===== config.mk =====
export PLATFORM = sky130hd
export DESIGN_NAME = port_access_arbiter
export DESIGN_NICKNAME = d
export VERILOG_FILES = /design/src/rtl/port_arb_pkg.sv /design/src/rtl/rr_arbiter.sv /design/src/rtl/port_access_arbiter.sv
export SDC_FILE = /design/constraint.sdc
export NUM_CORES = 1
export LEC_CHECK = 0
export CORE_MARGIN = 4
export CORE_UTILIZATION = 29
export CTS_CLUSTER_SIZE = 10
export DETAILED_ROUTE_END_ITERATION = 6
export GPL_TIMING_DRIVEN = 0
export PLACE_DENSITY = 0.79
export SLEW_MARGIN = 15
export SYNTH_ARGS = -nofsm -noshare
export SYNTH_HDL_FRONTEND = slang
export SYNTH_SLANG_ARGS = --single-unit

===== constraint.sdc =====
create_clock -name clk -period 1.8 [get_ports clk]
set_clock_uncertainty 0.2 [all_clocks]
set_input_delay 0.18 -clock clk [delete_from_list [all_inputs] [get_ports clk]]
set_output_delay 0.18 -clock clk [all_outputs]
set_load 0.01 [all_outputs]

===== src/rtl/port_arb_pkg.sv =====
// Shared definitions for the port access arbiter: command encodings, grant index
// decoding and the tag-width sanity check.
package port_arb_pkg;

    localparam logic CMD_READ  = 1'b0;
    localparam logic CMD_WRITE = 1'b1;

    // Grant indices are carried at the widest supported requester count (8).
    localparam int unsigned IDX_W = 3;

    function automatic logic [IDX_W-1:0] onehot_to_idx(input logic [7:0] oh);
        logic [IDX_W-1:0] idx;
        idx = '0;
        for (int i = 0; i < 8; i++) begin
            if (oh[i]) idx = IDX_W'(i);
        end
        return idx;
    endfunction

    function automatic bit id_width_ok(input int unsigned id_w, input int unsigned n);
        return (n >= 2) && (n <= 8) && ((1 << id_w) >= n);
    endfunction

endpackage


===== src/rtl/rr_arbiter.sv =====
// Round-robin grant: first valid requester searching upward from ptr, wrapping at N.
module rr_arbiter
    import port_arb_pkg::*;
#(
    parameter int N = 2
) (
    input  logic [N-1:0]     req,
    input  logic [IDX_W-1:0] ptr,
    input  logic             adv,
    output logic [N-1:0]     gnt,
    output logic [IDX_W-1:0] gnt_idx,
    output logic [IDX_W-1:0] ptr_nxt
);

    logic found;

    always_comb begin
        gnt   = '0;
        found = 1'b0;
        for (int i = 0; i < N; i++) begin
            int j;
            j = int'(ptr) + i;
            if (j >= N) j = j - N;
            if (!found && req[j]) begin
                gnt[j] = 1'b1;
                found  = 1'b1;
            end
        end
    end

    assign gnt_idx = onehot_to_idx(8'(gnt));

    // Kept separate from the grant logic so adv (derived from gnt) forms no loop.
    always_comb begin
        ptr_nxt = ptr;
        if (adv) begin
            ptr_nxt = (gnt_idx == IDX_W'(N - 1)) ? '0 : gnt_idx + 1'b1;
        end
    end

endmodule


===== src/rtl/port_access_arbiter.sv =====
// Shares one single-port slave between NUM_REQ requesters with round-robin grant and
// in-order tagged responses. Optional address range check: define ARB_ADDR_CHECK_EN.
module port_access_arbiter
    import port_arb_pkg::*;
#(
    parameter int DATA_WIDTH = 8,
    parameter int ADDR_WIDTH = 4,
    parameter int NUM_REQ    = 2,
    parameter int ID_WIDTH   = 3
) (
    input  logic                          clk,
    input  logic                          rst,
    input  logic [NUM_REQ-1:0]            req_valid,
    output logic [NUM_REQ-1:0]            req_ready,
    input  logic [NUM_REQ-1:0]            req_we,
    input  logic [NUM_REQ*ADDR_WIDTH-1:0] req_addr,
    input  logic [NUM_REQ*DATA_WIDTH-1:0] req_d,
    output logic                          rsp_valid,
    output logic [ID_WIDTH-1:0]           rsp_id,
    output logic                          rsp_we,
    output logic                          rsp_err,
    output logic [DATA_WIDTH-1:0]         rsp_data,
    output logic [ADDR_WIDTH-1:0]         ram_addr,
    output logic [DATA_WIDTH-1:0]         ram_d,
    output logic                          ram_req,
    output logic                          ram_we,
    input  logic [DATA_WIDTH-1:0]         ram_q,
    input  logic [ADDR_WIDTH-1:0]         ram_len
);

    if (!id_width_ok(ID_WIDTH, NUM_REQ)) begin : g_bad_cfg
        $error("port_access_arbiter: NUM_REQ out of range or ID_WIDTH too small");
    end

    // Reset asserts asynchronously, releases two clocks after rst rises.
    logic rst_meta_q, rst_sync_q;

    always_ff @(posedge clk or negedge rst) begin
        if (!rst) begin
            rst_meta_q <= 1'b0;
            rst_sync_q <= 1'b0;
        end else begin
            rst_meta_q <= 1'b1;
            rst_sync_q <= rst_meta_q;
        end
    end

    logic [NUM_REQ-1:0]    req_act, gnt;
    logic [IDX_W-1:0]      gnt_idx, ptr_q, ptr_d;
    logic                  xfer, addr_err;
    logic [ADDR_WIDTH-1:0] sel_addr;
    logic [DATA_WIDTH-1:0] sel_d;
    logic                  sel_we;

    assign req_act   = req_valid & {NUM_REQ{rst_sync_q}};
    assign req_ready = gnt;
    assign xfer      = |gnt;

    rr_arbiter #(.N(NUM_REQ)) u_rr (
        .req    (req_act),
        .ptr    (ptr_q),
        .adv    (xfer),
        .gnt    (gnt),
        .gnt_idx(gnt_idx),
        .ptr_nxt(ptr_d)
    );

    always_comb begin
        sel_addr = '0;
        sel_d    = '0;
        sel_we   = CMD_READ;
        for (int i = 0; i < NUM_REQ; i++) begin
            if (gnt[i]) begin
                sel_addr = req_addr[i*ADDR_WIDTH +: ADDR_WIDTH];
                sel_d    = req_d[i*DATA_WIDTH +: DATA_WIDTH];
                sel_we   = req_we[i];
            end
        end
    end

`ifdef ARB_ADDR_CHECK_EN
    assign addr_err = (sel_addr >= ram_len);
`else
    logic unused_ram_len;
    assign unused_ram_len = ^ram_len;
    assign addr_err       = 1'b0;
`endif

    logic                  ram_req_q, ram_we_q;
    logic [ADDR_WIDTH-1:0] ram_addr_q;
    logic [DATA_WIDTH-1:0] ram_d_q;
    logic                  s1_vld_q, s1_we_q, s1_err_q;
    logic [ID_WIDTH-1:0]   s1_id_q;
    logic                  rsp_valid_q, rsp_we_q, rsp_err_q;
    logic [ID_WIDTH-1:0]   rsp_id_q;

    always_ff @(posedge clk or negedge rst_sync_q) begin
        if (!rst_sync_q) begin
            ptr_q       <= '0;
            ram_req_q   <= 1'b0;
            ram_we_q    <= 1'b0;
            ram_addr_q  <= '0;
            ram_d_q     <= '0;
            s1_vld_q    <= 1'b0;
            s1_we_q     <= 1'b0;
            s1_err_q    <= 1'b0;
            s1_id_q     <= '0;
            rsp_valid_q <= 1'b0;
            rsp_we_q    <= 1'b0;
            rsp_err_q   <= 1'b0;
            rsp_id_q    <= '0;
        end else begin
            ptr_q     <= ptr_d;
            // Stage 1: slave command; rejected commands keep only their tag.
            s1_vld_q  <= xfer;
            s1_err_q  <= xfer & addr_err;
            ram_req_q <= xfer & ~addr_err;
            if (xfer) begin
                s1_id_q <= ID_WIDTH'(gnt_idx);
                s1_we_q <= sel_we;
            end
            if (xfer && !addr_err) begin
                ram_addr_q <= sel_addr;
                ram_d_q    <= sel_d;
                ram_we_q   <= (sel_we == CMD_WRITE);
            end
            // Stage 2: response tag, aligned with the slave's read data.
            rsp_valid_q <= s1_vld_q;
            rsp_id_q    <= s1_id_q;
            rsp_we_q    <= s1_we_q;
            rsp_err_q   <= s1_err_q;
        end
    end

    assign ram_req   = ram_req_q;
    assign ram_we    = ram_we_q;
    assign ram_addr  = ram_addr_q;
    assign ram_d     = ram_d_q;
    assign rsp_valid = rsp_valid_q;
    assign rsp_id    = rsp_id_q;
    assign rsp_we    = rsp_we_q;
    assign rsp_err   = rsp_err_q;
    assign rsp_data  = rsp_err_q ? '0 : ram_q;

endmodule


---- Word-level counts from Yosys, hierarchy flattened ----
Index checks and enable logic that the tools add are counted.
operators by class
  $add $sub $neg .......................... 4
  order comparisons ....................... 6
  eq/ne operators ......................... 1
  muxes and demuxes ....................... 23
  bitwise operators ....................... 2
  reductions and logical operators ........ 5
operator list
  kind                     count
  $ge A32 B1 Y1 const B    2
  $lt A32 B3 Y1 const B    2
  $mux W32                 2
  $ge A32 B3 Y1 const B    1
  $sub A32 B3 Y32 const B  1
  $mux W8                  2
  $mux W1                  12
  $mux W4                  2
  $add A3 B1 Y4 const B    1
  $mux W2                  2
  $sub A3 B2 Y4 const B    1
  $ge A3 B2 Y1 const B     1
  $logic_and A1 B1 Y1      3
  $mux W3                  1
  $add A1 B1 Y2 const B    1
  $and A2 B2 Y2            1
  $demux W1 S1             2
  $or A2 B2 Y2             1
  $reduce_or A2 Y1         1
  $eq A1 B1 Y1 const B     1
  $logic_not A1 Y1         1
storage, ports and cells
  flip-flop bits (word level) ............. 27
  output and inout port bits .............. 30
  word-level logic and storage cells ...... 52

---- Longest topological paths before layout ----
  depth after elaboration ................. 12
  gate-level depth with buffers ........... 4

---- By module ----
A second synthesis with hierarchy kept.
second synthesis, totals
  cell total of the unflattened synthesis .. 108
  area total of the unflattened synthesis .. 1,233.7 um^2
modules (own cells, without submodules)
  module               times used  cells an instance  area each (um^2)  seq. area each (um^2)
  port_access_arbiter  1           89                 1,104.8           675.6
  rr_arbiter           1           19                 128.9             0.0

---- Least setup slack after synthesis ----
No wires, ideal clock.
  path kind ............................... register -> register
  start point ............................. register rst_sync_q
  end point ............................... register ram_addr_q[0], in the netlist ram_addr[0]
  arrival ................................. 1.475 ns
  required time ........................... 1.474 ns
  setup slack ............................. -0.001 ns
  stages on the path, launching flop included .. 5
  path buffers ............................ 1
  period minus slack after synthesis ...... 1.801 ns
  cells stage by stage .................... dfrtp_1 o21ai_2 buf_6 and2_0 a221o_1
on the way
  cells in the longest elaborated chain, start to end .. 10
  elaborated cells on any way between the ends .. 16
RTL lines
  what                                         line                        RTL
  start, declared                              port_access_arbiter.sv:36   logic rst_meta_q, rst_sync_q;
  start signal, assigned                       port_access_arbiter.sv:44   rst_sync_q <= rst_meta_q;
  $and A2 B2 Y2 (*)                            port_access_arbiter.sv:55   assign req_act = req_valid & {NUM_REQ{rst_sync_q}};
  $mux W1 (not written as such) (3 in series)  rr_arbiter.sv:24            if (!found && req[j]) begin
  $mux W1                                      rr_arbiter.sv:24
  $logic_not A1 Y1                             rr_arbiter.sv:24
  $logic_and A1 B1 Y1                          rr_arbiter.sv:24
  $mux W2 (*)                                  rr_arbiter.sv:24
  $mux W4 (2 in series)                        port_access_arbiter.sv:73   if (gnt[i]) begin
  end signal, assigned                         port_access_arbiter.sv:123  ram_addr_q <= sel_addr;
  end, declared                                port_access_arbiter.sv:90   logic [ADDR_WIDTH-1:0] ram_addr_q;
Every way passes the cells marked *; elsewhere a longest branch is shown, timed or not. The select of a mux whose other input is x is not followed.
A chain may end at the register's enable or synchronous reset.

---- Worst setup path after layout ----
  start point ............................. register ptr_q[0]
  end point ............................... output req_ready[1]
on the way
  cells in the longest elaborated chain, start to end .. 9
  elaborated cells on any way between the ends .. 29
RTL lines
  what                                                                         line                        RTL
  start, declared                                                              port_access_arbiter.sv:49   logic [IDX_W-1:0] gnt_idx, ptr_q, ptr_d;
  start signal, assigned                                                       port_access_arbiter.sv:113  ptr_q <= ptr_d;
  $add A3 B1 Y4, or another cell as far along                                  rr_arbiter.sv:22            j = int'(ptr) + i;
  $sub A32 B3 Y32, or another cell as far along                                rr_arbiter.sv:23            if (j >= N) j = j - N;
  $mux W32, or another cell as far along                                       rr_arbiter.sv:23
  $ge A32 B1 Y1 (not written as such), or another cell as far along            rr_arbiter.sv:25            gnt[j] = 1'b1;
  $logic_and A1 B1 Y1 (not written as such), or another cell as far along      rr_arbiter.sv:25
  $mux W1 (not written as such), or another cell as far along                  rr_arbiter.sv:25
  $demux W1 S1, or another cell as far along                                   n/a
  $or A2 B2 Y2 (no source line) / $logic_and A1 B1 Y1 (equally long branches)  n/a
  $mux W2 (*)                                                                  rr_arbiter.sv:24
  end, declared                                                                port_access_arbiter.sv:14   output logic [NUM_REQ-1:0] req_ready,
Marks and branches as above.

==> results_dict.tcl <==
set metrics [dict create \
    clockRootBuffer "clkbuf_4" \
    synthFlopType "dfrtp_1" \
    drv_cap 0 \
    overflow 0 \
    synth_cell_types 13 \
    clk_pin_slew_worst_paths_ns 0.12 \
    netlist_area_um2 926 \
    grt_pass1_wl_um 4270 \
    min_period_ns 1.68 \
    drtAntennaViolNets 0 \
    syn_inst 73 \
    synthTopCellsByCount "dfrtp_1 (21), a221o_1 (13), buf_4 (11)" \
    antenna_cells 0 \
    switchingPower_w 0.000332 \
    fin_crit_sh_pct 93.4 \
    via_count 802 \
    pwr-share-clk_pct 18.9 \
    hold_viol 0 \
    die_area_um2 4160 \
    io-pin-count 72 \
    dpl.hpwl_um 1890 \
    cts_tree "yes" \
    dieWidth_um 64.5 \
    criticalPathCategory "reg -> out" \
    critPathCaptureType "primary output" \
    clk_latency_ns 0.30 \
    area_growth_pct 76.9 \
    rows 20 \
    peakVddDrop_mv 0.303 \
    dp_cells 175 \
    drive_gt1_share_pct 25.4 \
    ys_seq_elements 21 \
    route.detailed.drc 0 \
    grt_pass1_vias 890 \
    required_ns 1.42 \
    start_util_pct 30.3 \
    antenna_found_initial 0 \
    routedWlPerCell_um 14.0 \
    num-nets-final 185 \
    track_usage_pct 13.6 \
    viasPerCell 4.31 \
    final_cells 186 \
    p_leak_nw 0.724 \
    synth-seq-area-share_pct 56.8 \
    start_kind "flop" \
    synth_most_common_cell "dfrtp_1" \
    fmax_mhz 595 \
    combPwrFrac_pct 33.7 \
    synth_top_area_share_pct 56.8 \
    synth_top_area_cell "dfrtp_1" \
    path_cells "inv_1, a21oi_4, buf_6, clkbuf_2" \
    rsz0062_at_grt "false" \
    portBuffers 56 \
    p_seq_share_pct 47.3 \
    power.density_nw_per_um2 742 \
    clock-sinks 21 \
    cp.arrival_ns 1.30 \
    synth-async-reset-ratio_pct 100 \
    finalSetupViolations 0 \
    clk_path_buf_depth 2 \
    postSynthAreaPerCell_um2 12.7 \
    final_util_pct 53.6 \
    wl_um 2600 \
    core_area_um2 3050 \
    cts_inserted_buffers 3 \
    p_int_w 0.000884 \
    synthTopCellsByArea "dfrtp_1 (57%), a221o_1 (14%), buf_4 (8.9%)" \
    grt_max_degree 13 \
    htreeDepth 1 \
    slowest_delay_ns 0.44 \
    firstDrtPassIters 4 \
    synth-edff-count 0 \
    cpMaxStageDelayCell "dfrtp_1" \
    status "complete, no violations" \
    cp_max_fo 10 \
    hold_path.class "reg -> async" \
    dieHeight_um 64.5 \
    power_w 0.00122 \
    ys_warn_count 0 \
    p_sw_share_pct 27.3 \
    tns_ns 0 \
    finalMaxSlewViolations 0 \
    dr.first_iter.drc_count 12 \
    place_congestion 0.750 \
]
-- logic make-up (layout without fill, tap and decap cells) --
kind of cell | count (synthesis) | in the layout | synth area share (%)
buf+inv | 16 | 83 | 13.4
other cells | 2 | 4 | 0.811
simple gates | 16 | 16 | 10.7
flops | 21 | 21 | 56.8
compound gates | 18 | 18 | 18.4
-- cell type report --
| class | count | area, um^2 |
|---|---|---|
| plain buffers | 14 | 116 |
| clock buffers | 3 | 22.5 |
| clock inverters | 1 | 5.00 |
| fillers | 269 | 1420 |
| inverters | 2 | 7.51 |
| multi-input cells | 38 | 299 |
| flip-flops and latches | 21 | 529 |
| well taps | 44 | 55.1 |
| repair buffers | 63 | 603 |
-- path summary, 6_finish.rpt --
| kind | from | to | slack, ns | cells past startpoint |
|---|---|---|---|---|
| min reg2reg | rst_sync_q | s1_we_q | 0.04 | 1 |
| min in group clk | rst_meta_q | rst_sync_q | 0.18 | 0 |
| max | ptr_q[0] | req_ready[1] | 0.12 | 4 |
| min | rst_sync_q | s1_we_q | 0.04 | 1 |
| max in group asynchronous | rst | rst_sync_q | 0.90 | 2 |
| max reg2reg | rst_sync_q | ram_addr[3] | 0.26 | 5 |
-- per-stage QoR --
stage / hold WS [ns] / area [um^2] / setup WS, ns
after global placement: 0.0305 / 1550 / -0.430
after CTS: 0.0345 / 1650 / 0.00902
after detailed placement: 0.0404 / 1550 / -0.461
after global routing: 0.0585 / 1640 / 0.0143
final: 0.0427 / 1640 / 0.119
after floorplan: -0.316 / 935 / 0.227
-- sequential cells by signal, indices dropped and copies added (netlist names) --
name	count
rst_sync_q	1
s1_id_q	1
ptr_q	1
ram_addr	4
s1_we_q	1
rst_meta_q	1
rsp_valid	1
ram_d	8
s1_vld_q	1
rsp_we	1
rsp_id	1
-- power groups by stage --
stage	registers, W	logic [W]	clock network, W
after floorplan	0.000612	0.000127	0
after global placement	0.000587	0.000377	0
after detailed placement	0.000590	0.000384	0
after CTS	0.000575	0.000416	0.000232
after global routing	0.000584	0.000443	0.000263
final	0.000576	0.000410	0.000230
-- layout by cell type (no fill, tap or decap) --
cell             instances
clkdlybuf4s50_1         52
dfrtp_1                 20
buf_4                   17
a221o_1                 13
and2_0                   8
and2_2                   5
conb_1                   4
nand2_1                  3
buf_6                    3
clkbuf_4                 3
a21oi_4                  2
inv_1                    2
dlygate4sd2_1            2
clkbuf_2                 2
o21ai_2                  1
a21o_2                   1
o21ai_0                  1
clkinv_2                 1
dlygate4sd3_1            1
dfrtp_4                  1
-- critical path: cells and delay by family (launching register included) --
family                 cells  cell delay, ns
AOI/OAI and AO/OA          1            0.17
buffers and inverters      3            0.40
DFF                        1            0.44
-- layer usage --
layer  vias to the layer above  global-route usage, %  wire, um
met5                         -                      0         0
met4                         0                   4.22        40
met3                         4                   2.95       152
met2                        34                   24.6      1390
met1                       384                   15.8      1010
li1                        380                      -         -
-- timing repair --
action | CTS | global route
hold buffers | 1 | 0
buffers inserted | 6 | 0
pin swaps | 0 | 0
setup endpoints to repair | 10 | 2
gates resized for setup | 9 | 2
endpoints found under the hold margin | 2 | 0
cloned | 0 | 0
Power figures use the tool's default switching activity.
